===== config.mk =====
export PLATFORM = sky130hd
export DESIGN_NAME = ssd_scan_ctrl
export DESIGN_NICKNAME = d
export VERILOG_FILES = /design/src/rtl/ssd_scan_ctrl.sv
export SDC_FILE = /design/constraint.sdc
export NUM_CORES = 1
export LEC_CHECK = 0
export ABC_AREA = 1
export CAP_MARGIN = 20
export CELL_PAD_IN_SITES_DETAIL_PLACEMENT = 0
export CELL_PAD_IN_SITES_GLOBAL_PLACEMENT = 1
export CORE_MARGIN = 2
export CORE_UTILIZATION = 40
export DETAILED_ROUTE_END_ITERATION = 6
export GPL_TIMING_DRIVEN = 0
export PLACE_DENSITY_LB_ADDON = 0.1
export REMOVE_ABC_BUFFERS = 1
export SYNTH_ARGS = -nofsm -noshare
export SYNTH_HDL_FRONTEND = slang
export SYNTH_SLANG_ARGS = --single-unit

===== constraint.sdc =====
create_clock -name ssd_scan_ctrl_port_clk -period 4.7 [get_ports ssd_scan_ctrl_port_clk]
set_clock_uncertainty 0.1 [all_clocks]
set_input_delay 0.47 -clock ssd_scan_ctrl_port_clk [delete_from_list [all_inputs] [get_ports ssd_scan_ctrl_port_clk]]
set_output_delay 0.47 -clock ssd_scan_ctrl_port_clk [all_outputs]
set_load 0.05 [all_outputs]

===== src/rtl/ssd_scan_ctrl.sv =====
// Time-multiplexed scan controller for a multi-digit seven-segment display.
// Each digit slot is a blanking interval followed by a dwell interval; all pins are registered.
module ssd_scan_ctrl #(
   parameter int NUM_DIGITS = 8,
   parameter int DWELL      = 100000,
   parameter int BLANK      = 1000
) (
   input  logic                          ssd_scan_ctrl_port_clk,
   input  logic                          ssd_scan_ctrl_port_rst,
   input  logic                          ssd_scan_ctrl_port_en,
   input  logic [4*NUM_DIGITS-1:0]       ssd_scan_ctrl_port_digits,
   input  logic [NUM_DIGITS-1:0]         ssd_scan_ctrl_port_mask,
   input  logic                          ssd_scan_ctrl_port_lz_en,
   output logic [6:0]                    ssd_scan_ctrl_port_ssd,
   output logic [NUM_DIGITS-1:0]         ssd_scan_ctrl_port_an,
   output logic [$clog2(NUM_DIGITS)-1:0] ssd_scan_ctrl_port_cur,
   output logic                          ssd_scan_ctrl_port_frame_done
);

   localparam int IW   = $clog2(NUM_DIGITS);
   localparam int MAXV = (DWELL > BLANK) ? DWELL : BLANK;
   localparam int CW   = $clog2(MAXV + 1);

   localparam logic [CW-1:0] DWELL_LD = CW'(DWELL - 1);
   localparam logic [CW-1:0] BLANK_LD = (BLANK > 0) ? CW'(BLANK - 1) : CW'(0);
   localparam logic [IW-1:0] LAST     = IW'(NUM_DIGITS - 1);

   typedef enum logic [1:0] {StIdle, StBlank, StShow} state_t;

   state_t          st_q, st_d;
   logic [IW-1:0]   cur_q, cur_d;
   logic [CW-1:0]   cnt_q, cnt_d;
   logic [3:0]      dig_q, dig_d;
   logic            blk_q, blk_d;
   logic [NUM_DIGITS-1:0] an_q, an_d;
   logic [6:0]      ssd_q, ssd_d;
   logic            fd_q, fd_d;
   logic            load;
   logic [3:0]      dig_sel;
   logic            mask_sel;
   logic            upper_nz;
   logic            blank_new;

   function automatic logic [6:0] decode(input logic [3:0] v);
      logic [6:0] s;
      unique case (v)
         4'h0: s = 7'h40;
         4'h1: s = 7'h79;
         4'h2: s = 7'h24;
         4'h3: s = 7'h30;
         4'h4: s = 7'h19;
         4'h5: s = 7'h12;
         4'h6: s = 7'h02;
         4'h7: s = 7'h78;
         4'h8: s = 7'h00;
         4'h9: s = 7'h10;
         4'hA: s = 7'h08;
         4'hB: s = 7'h03;
         4'hC: s = 7'h46;
         4'hD: s = 7'h21;
         4'hE: s = 7'h06;
         default: s = 7'h0E;
      endcase
      return s;
   endfunction

   always_comb begin
      st_d  = st_q;
      cur_d = cur_q;
      cnt_d = cnt_q;
      load  = 1'b0;
      if (!ssd_scan_ctrl_port_en) begin
         st_d  = StIdle;
         cur_d = '0;
         cnt_d = '0;
      end else begin
         unique case (st_q)
            StIdle: begin
               cur_d = '0;
               if (BLANK > 0) begin
                  st_d  = StBlank;
                  cnt_d = BLANK_LD;
               end else begin
                  st_d  = StShow;
                  cnt_d = DWELL_LD;
                  load  = 1'b1;
               end
            end
            StBlank: begin
               if (cnt_q == '0) begin
                  st_d  = StShow;
                  cnt_d = DWELL_LD;
                  load  = 1'b1;
               end else begin
                  cnt_d = cnt_q - 1'b1;
               end
            end
            StShow: begin
               if (cnt_q == '0) begin
                  cur_d = (cur_q == LAST) ? '0 : cur_q + 1'b1;
                  if (BLANK > 0) begin
                     st_d  = StBlank;
                     cnt_d = BLANK_LD;
                  end else begin
                     st_d  = StShow;
                     cnt_d = DWELL_LD;
                     load  = 1'b1;
                  end
               end else begin
                  cnt_d = cnt_q - 1'b1;
               end
            end
            default: st_d = StIdle;
         endcase
      end
   end

   // Digit value and blank flag for the slot being entered; captured only on SHOW entry.
   always_comb begin
      dig_sel  = '0;
      mask_sel = 1'b0;
      upper_nz = 1'b0;
      for (int i = 0; i < NUM_DIGITS; i++) begin
         if (IW'(i) == cur_d) begin
            dig_sel  = ssd_scan_ctrl_port_digits[4*i +: 4];
            mask_sel = ssd_scan_ctrl_port_mask[i];
         end
         if (IW'(i) >= cur_d && ssd_scan_ctrl_port_digits[4*i +: 4] != 4'h0) upper_nz = 1'b1;
      end
      blank_new = !mask_sel || (ssd_scan_ctrl_port_lz_en && cur_d != '0 && !upper_nz);
   end

   always_comb begin
      dig_d = load ? dig_sel : dig_q;
      blk_d = load ? blank_new : blk_q;
      an_d  = '1;
      ssd_d = 7'h7F;
      if (st_d == StShow && !blk_d) begin
         for (int i = 0; i < NUM_DIGITS; i++) an_d[i] = (IW'(i) != cur_d);
         ssd_d = decode(dig_d);
      end
      fd_d = (st_d == StShow) && (cur_d == LAST) && (cnt_d == '0);
   end

   always_ff @(posedge ssd_scan_ctrl_port_clk or negedge ssd_scan_ctrl_port_rst) begin
      if (!ssd_scan_ctrl_port_rst) begin
         st_q  <= StIdle;
         cur_q <= '0;
         cnt_q <= '0;
         dig_q <= '0;
         blk_q <= 1'b1;
         an_q  <= '1;
         ssd_q <= 7'h7F;
         fd_q  <= 1'b0;
      end else begin
         st_q  <= st_d;
         cur_q <= cur_d;
         cnt_q <= cnt_d;
         dig_q <= dig_d;
         blk_q <= blk_d;
         an_q  <= an_d;
         ssd_q <= ssd_d;
         fd_q  <= fd_d;
      end
   end

   assign ssd_scan_ctrl_port_ssd        = ssd_q;
   assign ssd_scan_ctrl_port_an         = an_q;
   assign ssd_scan_ctrl_port_cur        = cur_q;
   assign ssd_scan_ctrl_port_frame_done = fd_q;

endmodule


# Yosys cells after proc, flatten, opt, wreduce, memory -nomap -nowiden
# Memories as Yosys holds them, arrays and structs flattened.
# Cells that the tools add are included.
# W data, S select, Z words.
classes:
  eq_ne: 19
  mul: 0
  n_addsub: 2
  magnitude_cmp: 8
  bitwise: 0
  div: 0
  n_reduce_logical: 30
  shift: 0
  mux: 43
op_table:
  columns: ["cell", "count"]
  rows:
  - ["$mux W17", 3]
  - ["$pmux W17 S3", 1]
  - ["$mux W4", 9]
  - ["$logic_not A17 Y1", 2]
  - ["$reduce_bool A4 Y1", 8]
  - ["$mux W1", 20]
  - ["$sub A17 B1 Y17 const B", 1]
  - ["$logic_and A1 B1 Y1", 13]
  - ["$eq A3 B3 Y1 const A", 4]
  - ["$ge A3 B3 Y1 const A", 4]
  - ["$ne A3 B3 Y1 const A", 4]
  - ["$mux W3", 3]
  - ["$mux W8", 1]
  - ["$mux W7", 1]
  - ["$eq A2 B3 Y1 const A", 2]
  - ["$eq A3 B3 Y1 const B", 2]
  - ["$ge A1 B3 Y1 const A", 2]
  - ["$ge A2 B3 Y1 const A", 2]
  - ["$mux W2", 3]
  - ["$ne A2 B3 Y1 const A", 2]
  - ["$pmux W2 S3", 1]
  - ["$pmux W3 S2", 1]
  - ["$eq A2 B2 Y1 const B", 2]
  - ["$add A3 B1 Y3 const B", 1]
  - ["other kinds (8)", 10]
totals:
  in_bits: 44
  reg_bits: 43
  ramBits: 0
  latchBits: 0
  elab_cells: 111
  out_inout_bits: 19
  romBits: 112
  mem_count: 1
mem_list:
  columns: ["memory", "words", "word_bits", "read_ports", "rd_clocked_by_memory_dff", "wr", "line", "source"]
  rows:
  - ["(name not given)", 16, 7, 1, 0, 0, "46", "unique case (v)"]

# Logic depth before layout (Yosys ltp)
logic_depth:
  word_depth: 22
  depth_mapped: 26

# Worst setup path before layout
# No wires, ideal clock.
synth_path:
  path_type: "reg2reg"
  startpoint: "register cur_q[0] (netlist: ssd_scan_ctrl_port_cur[0])"
  endpoint: "register ssd_q[3] (netlist: ssd_scan_ctrl_port_ssd[3])"
  setup_ns: 0.064
  setup_slack_ns: 1.730
  arrival_time_ns: 2.806
  stages_incl_launch_ff: 24
  path_cell_list: "dfrtp_1 > ha_1 > ha_1 > nand4_1 > nand2_1 > nand2_4 > buf_6 > nand2_4 > nor2_2 > nand2_1 > nand3_1 > nor2_1 > nand2_1 > nand2_1 > nand2_1 > nand2_1 > nand2_1 > inv_1 > ha_1 > inv_1 > nand2_1 > nand2_1 > nand2_1 > nand3_1"
synth_via:
  elab_cells_between_ends: 66
  cone_classes: "add/sub (1); order compare (8); eq/ne (8); mux (31); reduce/logical (17); memory (1)"
synth_lines:
  columns: ["item", "line", "source"]
  rows:
  - ["start, declared", "31", "logic [IW-1:0] cur_q, cur_d;"]
  - ["start signal, assigned", "157", "cur_q <= cur_d;"]
  - ["$add A3 B1 Y3 or $eq A3 B3 Y1 (tied branches)", "100", "cur_d = (cur_q == LAST) ? '0 : cur_q + 1'b1;"]
  - ["$mux W3", "100", null]
  - ["$mux W3", "99", "if (cnt_q == '0) begin"]
  - ["$pmux W3 S2 (*)", "77", "unique case (st_q)"]
  - ["$mux W3 (*)", "72", "if (!ssd_scan_ctrl_port_en) begin"]
  - ["$logic_not A3 Y1", "124", "if (IW'(i) == cur_d) begin"]
  - ["$mux W4 (7 in a row)", "124", null]
  - ["$mux W4 (*)", "124", null]
  - ["$mux W4 (*)", "134", "dig_d = load ? dig_sel : dig_q;"]
  - ["net dig_d[0]", "33", "logic [3:0] dig_q, dig_d;"]
  - ["$mem_v2 Z16 W7 (*)", null, null]
  - ["$mux W7 (*)", "138", "if (st_d == StShow && !blk_d) begin"]
  - ["net ssd_d[3]", "36", "logic [6:0] ssd_q, ssd_d;"]
  - ["end signal, assigned", "162", "ssd_q <= ssd_d;"]
  - ["end, declared", "36", null]
# The timed path passes the listed nets; every way through them passes the cells marked *.

# Worst setup path in the final report
layout_path:
  startpoint: "input port ssd_scan_ctrl_port_en"
  endpoint: "register ssd_q[3] (netlist: ssd_scan_ctrl_port_ssd[3])"
layout_via:
  elab_cells_between_ends: 64
  cone_classes: "order compare (8); eq/ne (8); mux (30); reduce/logical (17); memory (1)"
layout_lines:
  columns: ["item", "line", "source"]
  rows:
  - ["start, declared", "10", "input logic ssd_scan_ctrl_port_en,"]
  - ["$mux W3 (*)", "72", null]
  - ["net cur_d[1]", "31", null]
  - ["$logic_not A3 Y1", "124", null]
  - ["$mux W4 (7 in a row)", "124", null]
  - ["$mux W4 (*)", "124", null]
  - ["$mux W4 (*)", "134", null]
  - ["net dig_d[0]", "33", null]
  - ["$mem_v2 Z16 W7 (*)", null, null]
  - ["$mux W7 (*)", "138", null]
  - ["net ssd_d[3]", "36", null]
# Marks and branches as above.

==> summary.md <==
| Metric | Value |
|---|---|
| Average wire per cell in the routed design | 13.7 um |
| Ratio of cells with drive above 1 in the final layout | 0.131 |
| Slowest cell delay on critical path | 0.80 ns |
| Setup slack at placement | 0.529 ns |
| Worst-path fanout max | 14 |
| Number of buffers added to fix hold violations after cts | 0 |
| Worst setup path class | in -> reg |
| Synthesized-area fraction occupied by adder cells | 0.0364 |
| Number of standard cells in the layout, taps in and fillers out | 589 |
| Dominant combinational cell family by area after synthesis | simple AND/OR/NAND/NOR gates |
| TritonCTS clock tree | built |
| DIE HEIGHT | 91.9 um |
| Number of optimization iterations in the first detailed-route pass | 4 |
| Number of antenna repair diodes | 0 |
| Standard-cell row count | 32 |
| Buffering stage count on the worst path with inverters included | 4 |
| Post-Syn Area | 3090 um^2 |
| Die Wd | 91.9 um |
| Count of distinct cell types in the synthesized netlist | 43 |
| Clock transition time at the flip-flop clock pins of the worst setup and hold paths | 0.10 ns |
| Worst endpoint required time | 4.82 ns |
| Highest-delay cell along the critical path | clkdlybuf4s50_1 |
| Overall fraction of global-route tracks in use | 0.199 |
| Number of antenna violations at the first check in global routing | 0 |
| Power Total | 0.970 mW |
| Number of global-route vias before repair | 2847 |
| Most used cells in the layout excluding fill and tap cells | nand2_1 (108), clkdlybuf4s50_1 (61), nor2_1 (49) |
| Sequential cell area fraction in the yosys report | 0.354 |
| Least setup slack across all paths after layout | 0.825 ns |
| Buffer levels on the longest clock path | 2 |
| Placed standard-cell area | 3800 um^2 |
| Number of setup buffers added after CTS | 0 |
| Top cell by count, worst path | nand2_1 |
| Crit path DAT | 3.99 ns |
| Count of routing violations after the opening detailed-route iteration | 153 |
| Placeable core region | 7610 um^2 |
| Reg2Reg Launch Point | cnt_q[0] |
| Final hold violations | 6 |
| Fin crit share | 0.824 |
| Total half-perimeter wirelength after legalization and detailed placement | 6450 um |
| Maximum vdd ir drop | 0.144 mV |
| R2r setup slk | 1.27 ns |
| Cell at the root of the clock tree | clkbuf_8 |
| Relative area change from synthesis to final layout | 26.0% |
| Startpoint class of the critical path | input port |
| Cts bufs inserted | 5 |
| Setup repair after global routing missed its margin | no |
| Wire length of the first global-routing pass | 13500 um |
| Number of max-slew violations in the final report | 0 |
| Cell Chain, Critical Path | clkdlybuf4s50_1 -> inv_1 -> nor2_1 -> nand2_2 -> nor2_8 -> nand2_4 -> nor2_1 -> nand2_1 -> nand3_1 -> nor2_1 -> nand2_1 -> nand2_1 -> nand2_1 -> nand2_1 -> nand2_1 -> inv_1 -> ha_1 -> inv_1 -> nand2_1 -> nand2_1 -> nand2_1 -> nand3_1 |
| Least-Margin Pin Slew | 0.554 ns |
| Detailed-route vias per instance | 5.02 |
| Vias after detailed routing | 2959 |
| Boundary pin count | 63 |
| Max H-tree Level | 2 |
| Most common cell after layout, fill and taps aside | nand2_1 |
| Simple logic cell fraction of the synthesized area | 0.399 |
| Number of register bits inferred by synthesis | 43 |
| Post-CTS sizing | 0 |
| Post-layout instance area | 3900 um^2 |
| Outcome | finished, violations left |
| Syn_area_per_cell | 7.29 um^2 |
| Hold Path Class | in -> async |
| Max-cap check violation count | 0 |
| Critical path endpoint category | flip-flop |
| Total wire length after detailed routing | 8090 um |
| Maximum clock frequency | 0.258 GHz |
| Minimum clock period after layout | 3.88 ns |
| Input/output buffers | 62 |
| Mux cell area share after synthesis | 0 |
| Kind of cell with the highest combined delay on the critical path | simple AND/OR/NAND/NOR gates |
| Final count of negative-setup-slack endpoints | 0 |
| Number of synthesis warnings | 0 |
| Aggregate global routing overflow | 0 |
| Final weighted congestion in routability-driven placement | 0.870 |
| Sinks on Clock Net | 43 |
| Placed insts | 581 |
| Power Dens Cells | 249 nW/um^2 |
| Worst r2r dst | ssd_scan_ctrl_port_ssd[3] |
| Area share of xor/xnor cells in the synthesized design | 0.0227 |
| Max-Slew Margin vs Limit | 0.630 |
| Cell count after synthesis | 424 |
| Starting Density | 0.407 |
| DRC Markers | 0 |
| Antenna violation net count after detailed routing | 0 |
| WHS | -0.00299 ns |
| Fraction of the core area covered by cells at the end of the flow | 0.512 |
| Static leakage power | 1.79 nW |
| Compound-Gate Fraction of Synth Area | 0.104 |
| Violations in the final reports | negative hold slack |
| Worst-Skew Late Latency | 0.30 ns |
| Largest net degree at the start of global routing | 27 |
| Final nets | 539 |
| Die ar. | 8450 um^2 |
| Worst R2R Path Depth | 25 |
| Post-route setup TNS | 0 ns |
-- worst register-to-register path, delay by kind of cell (launching register included) --
family                     cells  cell delay (ns)
adders and majority gates      2             0.52
DFF                            1             0.41
buffers and inverters          4             0.45
and+or+nand+nor               19             1.85
-- report_power, final --
| group | total (mW) | leakage [nW] | internal (mW) | switching, mW |
|---|---|---|---|---|
| sequential | 0.413 | 0.523 | 0.398 | 0.0148 |
| combinational | 0.297 | 1.21 | 0.114 | 0.183 |
| clock | 0.260 | 0.0491 | 0.110 | 0.150 |
| total | 0.970 | 1.79 | 0.622 | 0.348 |
-- cell type report --
cell class / count / area (um^2)
Fill cell: 778 / 3710
Multi-Input combinational cell: 319 / 1740
Sequential cell: 43 / 1100
Timing Repair Buffer: 63 / 636
Inverter: 54 / 205
Tap cell: 102 / 128
Clock buffer: 5 / 68.8
Clock inverter: 3 / 26.3
-- registers in the layout, indices dropped and copies added, names as in the netlist --
name                           cells
ssd_scan_ctrl_port_ssd             7
ssd_scan_ctrl_port_cur             3
ssd_scan_ctrl_port_frame_done      1
cnt_q                             17
ssd_scan_ctrl_port_an              8
st_q                               2
blk_q                              1
dig_q                              4
-- how the worst max path moves through the flow --
| stage | from | end | slack, ns | depth (start not counted) |
|---|---|---|---|---|
| 6_report | ssd_scan_ctrl_port_en | ssd_scan_ctrl_port_ssd[3] | 0.82 | 22 |
| 5_1_grt | ssd_scan_ctrl_port_en | ssd_scan_ctrl_port_ssd[3] | 0.49 | 22 |
| 4_1_cts | ssd_scan_ctrl_port_en | ssd_scan_ctrl_port_ssd[3] | 0.83 | 22 |
| 3_5_place_dp | ssd_scan_ctrl_port_en | ssd_scan_ctrl_port_ssd[3] | 0.53 | 22 |
| 3_3_place_gp | ssd_scan_ctrl_port_en | ssd_scan_ctrl_port_ssd[3] | 0.48 | 22 |
| 2_1_floorplan | ssd_scan_ctrl_port_cur[0] | ssd_scan_ctrl_port_ssd[3] | 1.69 | 23 |
-- Yosys cell counts (all sizes together) --
| library cell | count | area, um^2 |
|---|---|---|
| nand2 | 122 | 523 |
| nor2 | 59 | 290 |
| inv | 53 | 201 |
| nand3 | 34 | 195 |
| dfrtp | 27 | 676 |
| o21ai | 20 | 100 |
| a21oi | 18 | 109 |
| dfstp | 16 | 420 |
| nor4 | 10 | 77.6 |
| ha | 9 | 113 |
| nand4 | 9 | 56.3 |
| or2 | 6 | 37.5 |
| buf | 5 | 42.5 |
| nor3 | 5 | 25.0 |
| o211ai | 5 | 37.5 |
| xnor2 | 4 | 35.0 |
| xor2 | 4 | 35.0 |
| clkbuf | 3 | 11.3 |
| nand3b | 3 | 22.5 |
| a211oi | 2 | 15.0 |
| o22ai | 2 | 12.5 |
| o31ai | 2 | 15.0 |
| a22oi | 1 | 7.51 |
| a31oi | 1 | 6.26 |
| clkinv | 1 | 3.75 |
| o221ai | 1 | 8.76 |
| o41ai | 1 | 8.76 |
| or4 | 1 | 7.51 |
-- logic make-up after synthesis --
family	after synthesis
AND/OR/NAND/NOR	249
AO/OA/AOI/OAI	53
XOR/XNOR	8
adder cells (fa/ha/maj)	9
flip-flops	43
buffers and inverters	62
-- layer usage --
metal  track usage  up-vias  share of wire
met3        0.0345       10          0.038
li1              -     1512              -
met1         0.276     1372           0.48
met5             0        -              0
met2         0.324       65           0.46
met4        0.0510        0          0.014
(Power assumes the default switching activity.)
